File: config.mk
export PLATFORM = sky130hd
export DESIGN_NAME = bus_dev_endpoint
export DESIGN_NICKNAME = d
export VERILOG_FILES = /design/src/rtl/bus_dev_endpoint.sv
export SDC_FILE = /design/constraint.sdc
export NUM_CORES = 1
export LEC_CHECK = 0
export ABC_AREA = 1
export CELL_PAD_IN_SITES_DETAIL_PLACEMENT = 1
export CELL_PAD_IN_SITES_GLOBAL_PLACEMENT = 2
export CORE_AREA = 2 2 213 215
export DETAILED_ROUTE_END_ITERATION = 8
export DIE_AREA = 0 0 215 217
export PLACE_DENSITY = 0.55
export SLEW_MARGIN = 20
export SYNTH_ARGS = -nofsm -noshare
export SYNTH_HDL_FRONTEND = slang
export SYNTH_SLANG_ARGS = --single-unit
File: constraint.sdc
create_clock -name clk -period 2.15 [get_ports clk]
set_clock_uncertainty 0.15 [all_clocks]
set_input_delay 0.215 -clock clk [delete_from_list [all_inputs] [get_ports clk]]
set_output_delay 0.215 -clock clk [all_outputs]
set_load 0.02 [all_outputs]
File: src/rtl/bus_dev_endpoint.sv
// Broadcast-bus device endpoint: TX FIFO toward the arbiter, filtered RX FIFO toward the host.
// Optional statistics counters are enabled by defining BUS_EP_STATS_EN.

module bus_dev_fifo #(
    parameter int W     = 16,
    parameter int DEPTH = 8
) (
    input  logic         clk,
    input  logic         reset,
    input  logic         wr_en,
    input  logic [W-1:0] wr_data,
    input  logic         rd_en,
    output logic [W-1:0] head,
    output logic         valid,
    output logic         full
);
    localparam int AW = $clog2(DEPTH);
    localparam int CW = AW + 1;

    logic [W-1:0]  mem [DEPTH];
    logic [AW-1:0] rd_ptr;
    logic [AW-1:0] wr_ptr;
    logic [CW-1:0] count;

    always_ff @(posedge clk) begin
        if (reset) begin
            rd_ptr <= '0;
            wr_ptr <= '0;
            count  <= '0;
        end else begin
            if (wr_en) wr_ptr <= wr_ptr + 1'b1;
            if (rd_en) rd_ptr <= rd_ptr + 1'b1;
            unique case ({wr_en, rd_en})
                2'b10:   count <= count + 1'b1;
                2'b01:   count <= count - 1'b1;
                default: count <= count;
            endcase
        end
    end

    // Storage is not reset; the head is masked while empty instead.
    always_ff @(posedge clk) begin
        if (wr_en && !reset) mem[wr_ptr] <= wr_data;
    end

    assign valid = (count != '0);
    assign full  = (count == CW'(DEPTH));
    assign head  = valid ? mem[rd_ptr] : '0;
endmodule

module bus_dev_endpoint #(
    parameter int         PCKG_SZ   = 16,
    parameter int         DEPTH     = 8,
    parameter logic [7:0] ID        = 8'h00,
    parameter logic [7:0] BROADCAST = 8'hFF
) (
    input  logic               clk,
    input  logic               reset,
    input  logic               tx_wr,
    input  logic [PCKG_SZ-1:0] tx_data,
    output logic               tx_full,
    output logic               pndng,
    output logic [PCKG_SZ-1:0] D_pop,
    input  logic               pop,
    input  logic               push,
    input  logic [PCKG_SZ-1:0] D_push,
    output logic               rx_valid,
    output logic [PCKG_SZ-1:0] rx_data,
    input  logic               rx_rd,
    input  logic               clr_flags,
    output logic               tx_ovf,
    output logic               rx_ovf,
    output logic               rx_misrt
`ifdef BUS_EP_STATS_EN
    ,
    output logic [15:0]        tx_sent_cnt,
    output logic [15:0]        rx_recv_cnt
`endif
);
    logic       tx_pop_en;
    logic       tx_wr_en;
    logic       tx_ovf_set;
    logic [7:0] dest;
    logic       rx_accept;
    logic       rx_full;
    logic       rx_rd_en;
    logic       rx_wr_en;
    logic       rx_ovf_set;
    logic       rx_mis_set;

    assign tx_pop_en  = pop & pndng;
    // A pop on a full FIFO frees the slot the write lands in.
    assign tx_wr_en   = tx_wr & (~tx_full | pop);
    assign tx_ovf_set = tx_wr & tx_full & ~pop;

    assign dest       = D_push[PCKG_SZ-1 -: 8];
    assign rx_accept  = (dest == ID) || (dest == BROADCAST);
    assign rx_rd_en   = rx_rd & rx_valid;
    assign rx_wr_en   = push & rx_accept & (~rx_full | rx_rd);
    assign rx_ovf_set = push & rx_accept & rx_full & ~rx_rd;
    assign rx_mis_set = push & ~rx_accept;

    bus_dev_fifo #(.W(PCKG_SZ), .DEPTH(DEPTH)) u_tx (
        .clk     (clk),
        .reset   (reset),
        .wr_en   (tx_wr_en),
        .wr_data (tx_data),
        .rd_en   (tx_pop_en),
        .head    (D_pop),
        .valid   (pndng),
        .full    (tx_full)
    );

    bus_dev_fifo #(.W(PCKG_SZ), .DEPTH(DEPTH)) u_rx (
        .clk     (clk),
        .reset   (reset),
        .wr_en   (rx_wr_en),
        .wr_data (D_push),
        .rd_en   (rx_rd_en),
        .head    (rx_data),
        .valid   (rx_valid),
        .full    (rx_full)
    );

    // A setting event in the same cycle as clr_flags keeps the flag high.
    always_ff @(posedge clk) begin
        if (reset) begin
            tx_ovf   <= 1'b0;
            rx_ovf   <= 1'b0;
            rx_misrt <= 1'b0;
        end else begin
            tx_ovf   <= tx_ovf_set | (tx_ovf   & ~clr_flags);
            rx_ovf   <= rx_ovf_set | (rx_ovf   & ~clr_flags);
            rx_misrt <= rx_mis_set | (rx_misrt & ~clr_flags);
        end
    end

`ifdef BUS_EP_STATS_EN
    always_ff @(posedge clk) begin
        if (reset || clr_flags) begin
            tx_sent_cnt <= '0;
            rx_recv_cnt <= '0;
        end else begin
            if (tx_pop_en && tx_sent_cnt != 16'hFFFF)
                tx_sent_cnt <= tx_sent_cnt + 16'd1;
            if (rx_wr_en && rx_recv_cnt != 16'hFFFF)
                rx_recv_cnt <= rx_recv_cnt + 16'd1;
        end
    end
`endif
endmodule

==> summary.md <==
| Metric | Value |
|---|---|
| Status | finished, violations left |
| Violated checks | negative setup slack |
| Avg WL per Cell | 18.55 um |
| Syn. warnings | 0 |
| Antenna-violating nets left | 0 |
| Inserted Clock Buffers | 37 |
| Final nets | about 1,200 |
| CP endpoint kind | output port |
| Most frequent cells in the layout | edfxtp_1 (256), nor2_1 (220), buf_4 (91), o21ai_0 (63), nor2_2 (55) |
| Gate Count Post-Synth | about 930 |
| FF-to-FF End | u_tx.count[1] |
| Setup TNS | -4291 ps |
| IO Count | 77 |
| PortBufs | 76 |
| Final worst slack | -199.8 ps |
| Clock Path Buffers | 3 |
| Worst Max-Slew Pin Slew | around 420 ps |
| Max-slew headroom | 72.25% |
| Core Box Area | roughly 45,000 um^2 |
| Finished Layout Cells | 1,763 |
| Clock transition at the registers of the reported paths | about 50 ps |
| Hold WC Path Type | primary input to register |
| Unrepaired setup endpoints after global routing | true |
| Final setup fails | 32 |
| Post-synthesis sequential area ratio | roughly 73% |
| Initial antenna violation count | 1 |
| Pwr Total | between 20 and 25 mW |
| DIE AREA | about 47,000 um^2 |
| CTS tree | built |
| Fin crit share | 109.3% |
| Mapped cell area | between 10,000 and 15,000 um^2 |
| Final wirelength | between 30 and 40 mm |
| Worst IR drop on VDD | about 0.00063 V |
| Total gr overflow | 0 |
| Cts hold-fix bufs | 0 |
| Syn_nets | 980 |
| Largest net degree at the start of global routing | 38 |
| H-tree depth | 2 |
| CP startpoint kind | register |
| Die height | 217 um |
| Commonest non-fill, non-tap cell in the layout | edfxtp_1 |
| Root buffer cell | clkbuf_16 |
| CP arrival | around 2000 ps |
| Gpl congestion | between 0.7 and 0.8 |
| Via density | roughly 4.5 |
| Max FO, Critical Path | 7 |
| Dpl cells | approximately 1,700 |
| Final Max Tran Viols | 0 |
| Reg2Reg Depth | 10 |
| Synthesized flop and latch total | about 290 |
| DRT iter0 DRCs | 303 |
| Dpl hpwl | slightly below 20 mm |
| First-pass GRT wire length | 49.89 mm |
| Initial Util | between 20% and 30% |
| Vias in the first global route | a little over 8,000 |
| Critical path type | register to output port |
| Reg-to-reg setup timing slack | around 10 ps |
| Share of layout cells above drive strength 1 | 34.57% |
| Netlist cell types | 29 |
| # rows | just under 80 |
| Pre-antenna DRT Iters | 4 |
| Final Core Density | between 30% and 40% |
| Crit path required time | ~1800 ps |
| CTS sink count | around 290 |
| Mean Syn Cell Area | around 12 um^2 |
| Crit path to | rx_data[10] |
| Total global-route track usage | between 10% and 20% |
| Ant diodes | 0 |
| P per Cell Area | about 1300 nW/um^2 |
| Vias | ~8,000 |
| Worst-skew pair later-pin latency | about 530 ps |
| Chip Width | between 200 and 250 um |
| Hold Vio Cnt, Final | 0 |
| MaxCap Viol Count | 0 |
| Hold path depth | 2 |
| Post-route DRC | 0 |
| Synth-to-layout area growth | 44.86% |
| Leak | about 5.7 nW |
| Minimum clock period | roughly 2300 ps |
| Max Fclk | between 400 and 500 MHz |
| Worst r2r src | u_tx.count[2] |
routing by layer:
| layer | vias to the layer above | GRT usage, % | part of all wire (%) | routed length, um |
|---|---|---|---|---|
| li1 | 3814 | - | - | - |
| met1 | 3922 | 17.29 | 43 | 14220 |
| met2 | 92 | 24.54 | 51 | 16710 |
| met3 | 46 | 2.963 | 3.3 | 1063 |
| met4 | 2 | 4.322 | 2.1 | 696 |
| met5 | - | 0 | 0.046 | 15 |
state kept, by name, indices dropped and copies added, names as in the netlist, named ones only:
register     count
u_rx.count       4
u_tx.count       4
u_tx.wr_ptr      3
rx_ovf           1
tx_ovf           1
u_rx.wr_ptr      3
u_rx.mem       128
u_tx.rd_ptr      3
u_rx.rd_ptr      3
rx_misrt         1
u_tx.mem       128
worst min path at each step:
stage,from,endpoint
after CTS,tx_wr,tx_ovf
after floorplan,D_push[0],u_rx.mem[0][0]
after detailed placement,u_tx.rd_ptr[2],u_tx.rd_ptr[2]
after global placement,u_tx.rd_ptr[2],u_tx.rd_ptr[2]
final,D_push[9],u_rx.mem[1][9]
after global routing,D_push[9],u_rx.mem[1][9]
per-stage QoR:
step	hold WS [ps]	setup slack (ps)	instance area, um^2
finish	32.60	-199.8	16510
CTS	137.1	-262.0	15940
floorplan	163.9	-130.1	11440
global placement	306.9	-574.4	13950
detailed placement	308.3	-633.9	13950
global route	19.13	-306.0	16510
cell type report:
cell class | instances | area [um^2]
inverters | 30 | 132.6
well taps | 600 | 750.7
flip-flops and latches | 285 | 8293
multi-input cells | 564 | 3591
repair buffers | 217 | 2515
fillers | 4762 | 28190
clock buffers | 51 | 1041
clock inverters | 16 | 188.9
power by group:
group	internal [mW]	leakage, nW	switching, mW
Clock	3.88	0.604	2.37
Sequential	6.26	2.55	0.227
Combinational	4.42	2.56	4.74
Total	14.6	5.71	7.33
cell families (layout without fill, tap and decap cells):
logic type      Yosys count  after routing  share of synthesized area (%)
fa+ha+maj                10             10                          1.164
flops                   285            285                          72.54
xor+xnor                  3              3                         0.2306
simple gates            351            351                          12.13
buf+inv                  82            314                          2.942
compound gates          200            200                          11.00
worst max-delay path, cell delays in order (launching register included):
cell	delay, ps
dfxtp_4	440
clkinv_8	110
buf_12	150
buf_8	120
buf_6	120
nor2_4	70
o32ai_2	80
nor2_1	140
nor2_2	80
buf_6	130
repair_timing:
item,CTS,global route
endpoints found under the setup margin,40,127
resized for setup,322,109
cloned,6,4
pin swaps,48,47
setup buffers,16,8
hold endpoints to repair,0,0
synth_stat cells, drive strengths merged:
cell type	n	area share [%]
buf	24	1.0
nor2	295	9.8
dfxtp	29	5.1
inv	30	0.99
o21ai	111	4.9
nand2	32	1.1
xnor2	1	0.077
o21a	1	0.066
edfxtp	256	67
nand4	3	0.16
nor4	1	0.19
xor2	2	0.15
nand3	18	0.79
fa	1	0.18
or2	2	0.13
ha	9	0.99
o32ai	64	4.9
clkbuf	28	0.92
a21oi	23	1.0
o211ai	1	0.066
Note: power is estimated with default switching activity, not from simulation.
==> edit 1, RTL diff (same settings) <==
`DEPTH` is set to 8 in 2 places; all go to 4.
--- a/src/rtl/bus_dev_endpoint.sv
+++ b/src/rtl/bus_dev_endpoint.sv
@@ -5,3 +5,3 @@
     parameter int W     = 16,
-    parameter int DEPTH = 8
+    parameter int DEPTH = 4
 ) (
@@ -52,3 +52,3 @@
     parameter int         PCKG_SZ   = 16,
-    parameter int         DEPTH     = 8,
+    parameter int         DEPTH     = 4,
     parameter logic [7:0] ID        = 8'h00,
Behaviour: not the same (a bounded check fails within 10 cycles, from zero or initial values and one cycle with reset high).
==> edit 1 against the original RTL <==
  * Sequential cell count down 136
  * Largest power group is now registers
  * Synthesized cell count shrank 43%
  * Sequential power decreased by 49%
  * Worst setup slack improved by 290 ps
  * Critical path depth down 2
  * Cell area is 47% lower
  * Wire length is 51% lower
  * First-iteration DRC count shrank 53%
  * Fmax increased by 14%
  * Synthesized area is 47% lower
  * Power is 62% lower
==> edit 1: results (changes against the original RTL) <==
- The number of iterations in the first detailed-routing pass is 4 (unchanged).
- The total track usage is 7.07% (-6.9 points).
- The starting DRC count in detailed routing is 143 (-53%).
- The count of non-filler cells in the finished layout is 1264 (-28%).
- The mean post-synth cell area is 11.5 um^2 (-5.7%).
- The delay of the slowest cell on the worst path came to 340 ps (-100 ps).
- The CTS buffer count was 17 (-54%).
- The number of distinct library cells after synthesis came to 28 (-3.4%).
- The maximum buffer depth of the clock tree is 2 (-1).
- The endpoint identified for the worst register-to-register timing path is u_tx.count[2].
- The fraction of final layout cells with drive strength greater than 1 is 21.4% (-13 points).
- The detailed placer's ending HPWL is 11.2 mm (-42%).
- The share of the yosys chip area belonging to registers is 69.9% (-2.6 points).
- The number of nets still failing antenna checks after routing is 0 (unchanged).
- The number of cells in the design after placement was 1231 (-26%).
- The share of synthesized cell area in full adder, half adder and majority cells is 2.71% (+1.5 points).
- The slowest stage of the critical path belongs to the cell dfxtp_2.
- The xor/xnor cell area share of the yosys netlist came to 0% (-0.23 points).
- The destination of the critical timing path is rx_data[13].
- The number of stages on the worst hold path was 1 (-1).
- Clock-pin slew was measured on the worst setup and hold paths at 60 ps.
- The placed standard-cell area was 8060 um^2 (-42%).
- The setup slack on the worst flop-to-flop path is 160 ps (+150 ps).
- The synthesized net count is 579 (-41%).
- The peak supply drop is 0.438 mV (-30%).
- Sorting the synthesized cells by area gives the leading types as edfxtp_1 (63%), nor2_1 (9.3%), dfxtp_1 (6.9%).
- The final hold slack is 283 ps (+250 ps).
- The aggregate routed wire length is 16.2 mm (-51%).
- The number of global-route vias before repair is 4408 (-47%).
- The number of antenna violations at the first check in global routing is 0 (-1).
- The fraction of the mapped netlist area in compound gates is 10.9% (-0.12 points).
- The largest net degree at the start of global routing came to 27 (-29%).
- The highest achievable clock rate is 485 MHz (+14%).
- The synthesis warning total was 0 (unchanged).
- Yosys instantiated no cell more often than nor2_1.
- In this run the critical register-to-register path is launched from u_tx.count[0].
- The first-pass GRT wire length was 25.0 mm (-50%).
- The worst hold path terminates at u_tx.mem[3][14].
- The flow ran to the end, and the final reports show no timing, DRC or antenna violations.
- The number of enable flip-flop cells after synthesis came to 128 (-50%).
- The leakage power figure is 3.00 nW (-47%).
- The sum of negative setup slack is 0 ps (+4290 ps).
- In the final layout, the registers with the most flip-flops are u_rx.mem x64, u_tx.mem x64.
- The final RePlAce weighted congestion was 0.654 (-7.2%).
- The peak fanout along the critical path is 11 (+4).
- By count the netlist is led by nor2_1 (151), edfxtp_1 (128), o21ai_0 (57).
- The worst path arrival time came to 1700 ps (-280 ps).
- The CTS H-tree depth is 4 (+2).
- The cell sitting at the root of the clock tree is a clkbuf_16.
- The via-per-instance ratio is 3.29 (-26%).
- The origin of the worst min-delay path is tx_data[14].
- The transition time of the tightest slew-check pin is 362 ps (-53.9 ps).
- The worst setup timing slack at the placement stage is -293 ps (+340 ps).
- The clock latency reported for the late side of the worst-skew pair came to 420 ps (-110 ps).
- The total number of nets in the final design is 703 (-41%).
==> edit 1: repair_timing <==
item	CTS	global route
pin swaps	4	9
endpoints found under the setup margin	35	31
gates resized for setup	107	28
hold buffers	0	0
setup buffers	0	1
gates cloned	0	1
==> edit 1: layer usage <==
layer | up-vias | wire length, um | share of wire, % | GRT usage [%]
li1 | 2074 | - | - | -
met1 | 2043 | 7380 | 46 | 8.55
met2 | 31 | 8170 | 50 | 12.1
met3 | 8 | 412 | 2.5 | 1.73
met4 | 0 | 223 | 1.4 | 2.76
met5 | - | 0 | 0 | 0
==> edit 1: power breakdown <==
| part | internal, mW | switching [mW] |
|---|---|---|
| logic | 0.714 | 1.08 |
| clock network | 2.16 | 1.11 |
| registers | 3.24 | 0.0824 |
| total | 6.12 | 2.28 |
==> edit 1: layout make-up <==
class,instances,area (um^2)
clock buffer,20,437
clock inverter,11,206
inverter,35,134
timing repair buffer,128,1260
fill,5106,36000
tap,600,751
multi-input combinational,321,1620
sequential,149,4270
==> edit 2, RTL diff (config.mk and constraints unchanged) <==
Without the edit above. One comparison of `count` changes from == to >=.
--- a/src/rtl/bus_dev_endpoint.sv
+++ b/src/rtl/bus_dev_endpoint.sv
@@ -46,3 +46,3 @@
     assign valid = (count != '0);
-    assign full  = (count == CW'(DEPTH));
+    assign full  = (count >= CW'(DEPTH));
     assign head  = valid ? mem[rd_ptr] : '0;
Formal check against the unedited RTL: same outputs for any inputs over 4 cycles, from zero or initial values and one cycle with reset high; that may be too few to reach the edited logic, so the function may still have changed.
==> edit 2 against the original RTL <==
  * Synthesized area rose by 1.6%
  * Sequential cell count did not move
  * Largest power group unchanged
  * The run still ends with negative setup slack left
  * Largest cell class unchanged
  * Cell area down 3.8%
  * Critical path type unchanged
  * Register-to-register slack gained 160 ps
  * Worst setup slack better by 46 ps
  * Count of clock-buffer cells in the layout decreased by 7
  * Power decreased by 7.0%
  * Wire length up 0.72%
==> edit 2: results (changes against the original RTL) <==
- The number of fill cells in the layout is 4913 (+3.2%).
- The via-per-instance ratio is 4.46 (-0.16%).
- The xor/xnor cell area share of the yosys netlist is 0.378% (+0.15 points).
- The share of synthesized cell area in full adder, half adder and majority cells came to 0.972% (-0.19 points).
- The fraction of final layout cells with drive strength greater than 1 came to 26.4% (-8.2 points).
- The quantity of I/O buffers inserted on ports is 76 (unchanged).
- The worst setup timing slack at the placement stage was -567 ps (+67.3 ps).
- The count of non-filler cells in the finished layout was 1817 (+3.1%).
- The largest net degree at the start of global routing is 23 (-39%).
- The number of distinct library cells after synthesis is 30 (+3.4%).
- The number of global-route vias before repair is 8527 (+2.5%).
- The CTS buffer count is 36 (-2.7%).
- The total number of nets in the final design is 1239 (+4.6%).
- After synthesis, the most frequently instantiated cells are nor2_1 (292), edfxtp_1 (256), o21ai_0 (132).
- The number of cells in the design after placement came to 1732 (+4.1%).
- The leakage power figure is 5.67 nW (-0.74%).
- The first-pass GRT wire length was 50.5 mm (+1.2%).
- The aggregate routed wire length is 32.9 mm (+0.72%).
- The most frequently used flop master after synthesis is edfxtp_1.
- The final setup violation count is 31 (-3.1%).
- The peak supply drop is 0.498 mV (-20%).
- The fraction of the mapped netlist area in compound gates is 10.9% (-0.12 points).
- The peak fanout along the critical path came to 8 (+1).
- In the post-synthesis netlist, the biggest area contributors are edfxtp_1 (66%), nor2_1 (9.5%), o21ai_0 (5.7%).
- The worst path setup slack after routing was -154 ps (+46.0 ps).
- The number of antenna violations at the first check in global routing came to 0 (-1).
- The checks that failed: negative setup slack.
- The relative slew slack was 72.9% (+0.67 points).
- The starting DRC count in detailed routing was 333 (+9.9%).
- The number of instances in the synthesized netlist came to 980 (+5.3%).
- The sum of negative setup slack is -2390 ps (+1900 ps).
- The worst path arrival time is 1940 ps (-40 ps).
- The share of the yosys chip area belonging to registers is 71.4% (-1.2 points).
- The detailed placer's ending HPWL is 21.7 mm (+13%).
- The synthesized net count is 1028 (+4.9%).
- The placed standard-cell area is 14200 um^2 (+1.6%).
- The fraction of synthesized cell area taken by the top area cell type is 66.4% (-1.1 points).
- The flow ran to the end, but the final reports show violations.
- The total track usage is 14.1% (+0.082 points).
==> edit 2: metal layers <==
layer	up-vias	wire length [um]	global-route usage (%)
li1	3925	-	-
met1	4037	16200	19.5
met2	101	15200	22.7
met3	41	984	2.61
met4	0	579	3.93
met5	-	0	0
==> edit 2: area by class of cell <==
| cell class | instances | area [um^2] | share of cell area, % |
|---|---|---|---|
| Multi-Input combinational cell | 609 | 3190 | 20.1 |
| Clock inverter | 20 | 181 | 1.14 |
| Sequential cell | 285 | 8280 | 52.1 |
| Timing Repair Buffer | 224 | 2370 | 14.9 |
| Tap cell | 600 | 751 | 4.73 |
| Inverter | 35 | 141 | 0.890 |
| Clock buffer | 44 | 972 | 6.12 |
==> edit 2: worst paths after layout <==
| check | start | end | slack, ps | depth (start not counted) |
|---|---|---|---|---|
| worst max-delay path | flip-flop | rx_data[4] | -150 | 8 |
| worst min-delay path | tx_wr | tx_ovf | 160 | 3 |
| worst max register to register | u_tx.count[2] | u_tx.count[1] | 170 | 12 |
| worst min register to register | u_rx.rd_ptr[2] | flip-flop | 320 | 2 |
==> edit 2: kinds of logic (layout without fill, tap and decap cells) <==
family	after synthesis	count (layout)
AND/OR/NAND/NOR	370	370
flip-flops	285	285
AO/OA/AOI/OAI	225	225
buffers and inverters	86	323
adder cells (fa/ha/maj)	9	9
XOR/XNOR	5	5
==> edit 2: critical path: stages, from the launching register on <==
cell and delay (ps):
dfxtp_4 390, buf_12 150, buf_12 120, buf_6 90
nor2_2 30, o32ai_2 240, nor2_1 80, nor2_2 160
buf_6 140
==> edit 2: where the power goes <==
part | switching, mW | internal (mW)
Clock | 2.33 | 3.58
Combinational | 4.36 | 3.69
Sequential | 0.161 | 6.24
==> edit 2: what timing repair did <==
action | CTS | global route
endpoints found under the setup margin | 40 | 118
setup buffers | 7 | 7
hold buffers | 0 | 4
resized for setup | 246 | 76
gates cloned | 0 | 3
pin swaps | 13 | 32
hold endpoints to repair | 0 | 32
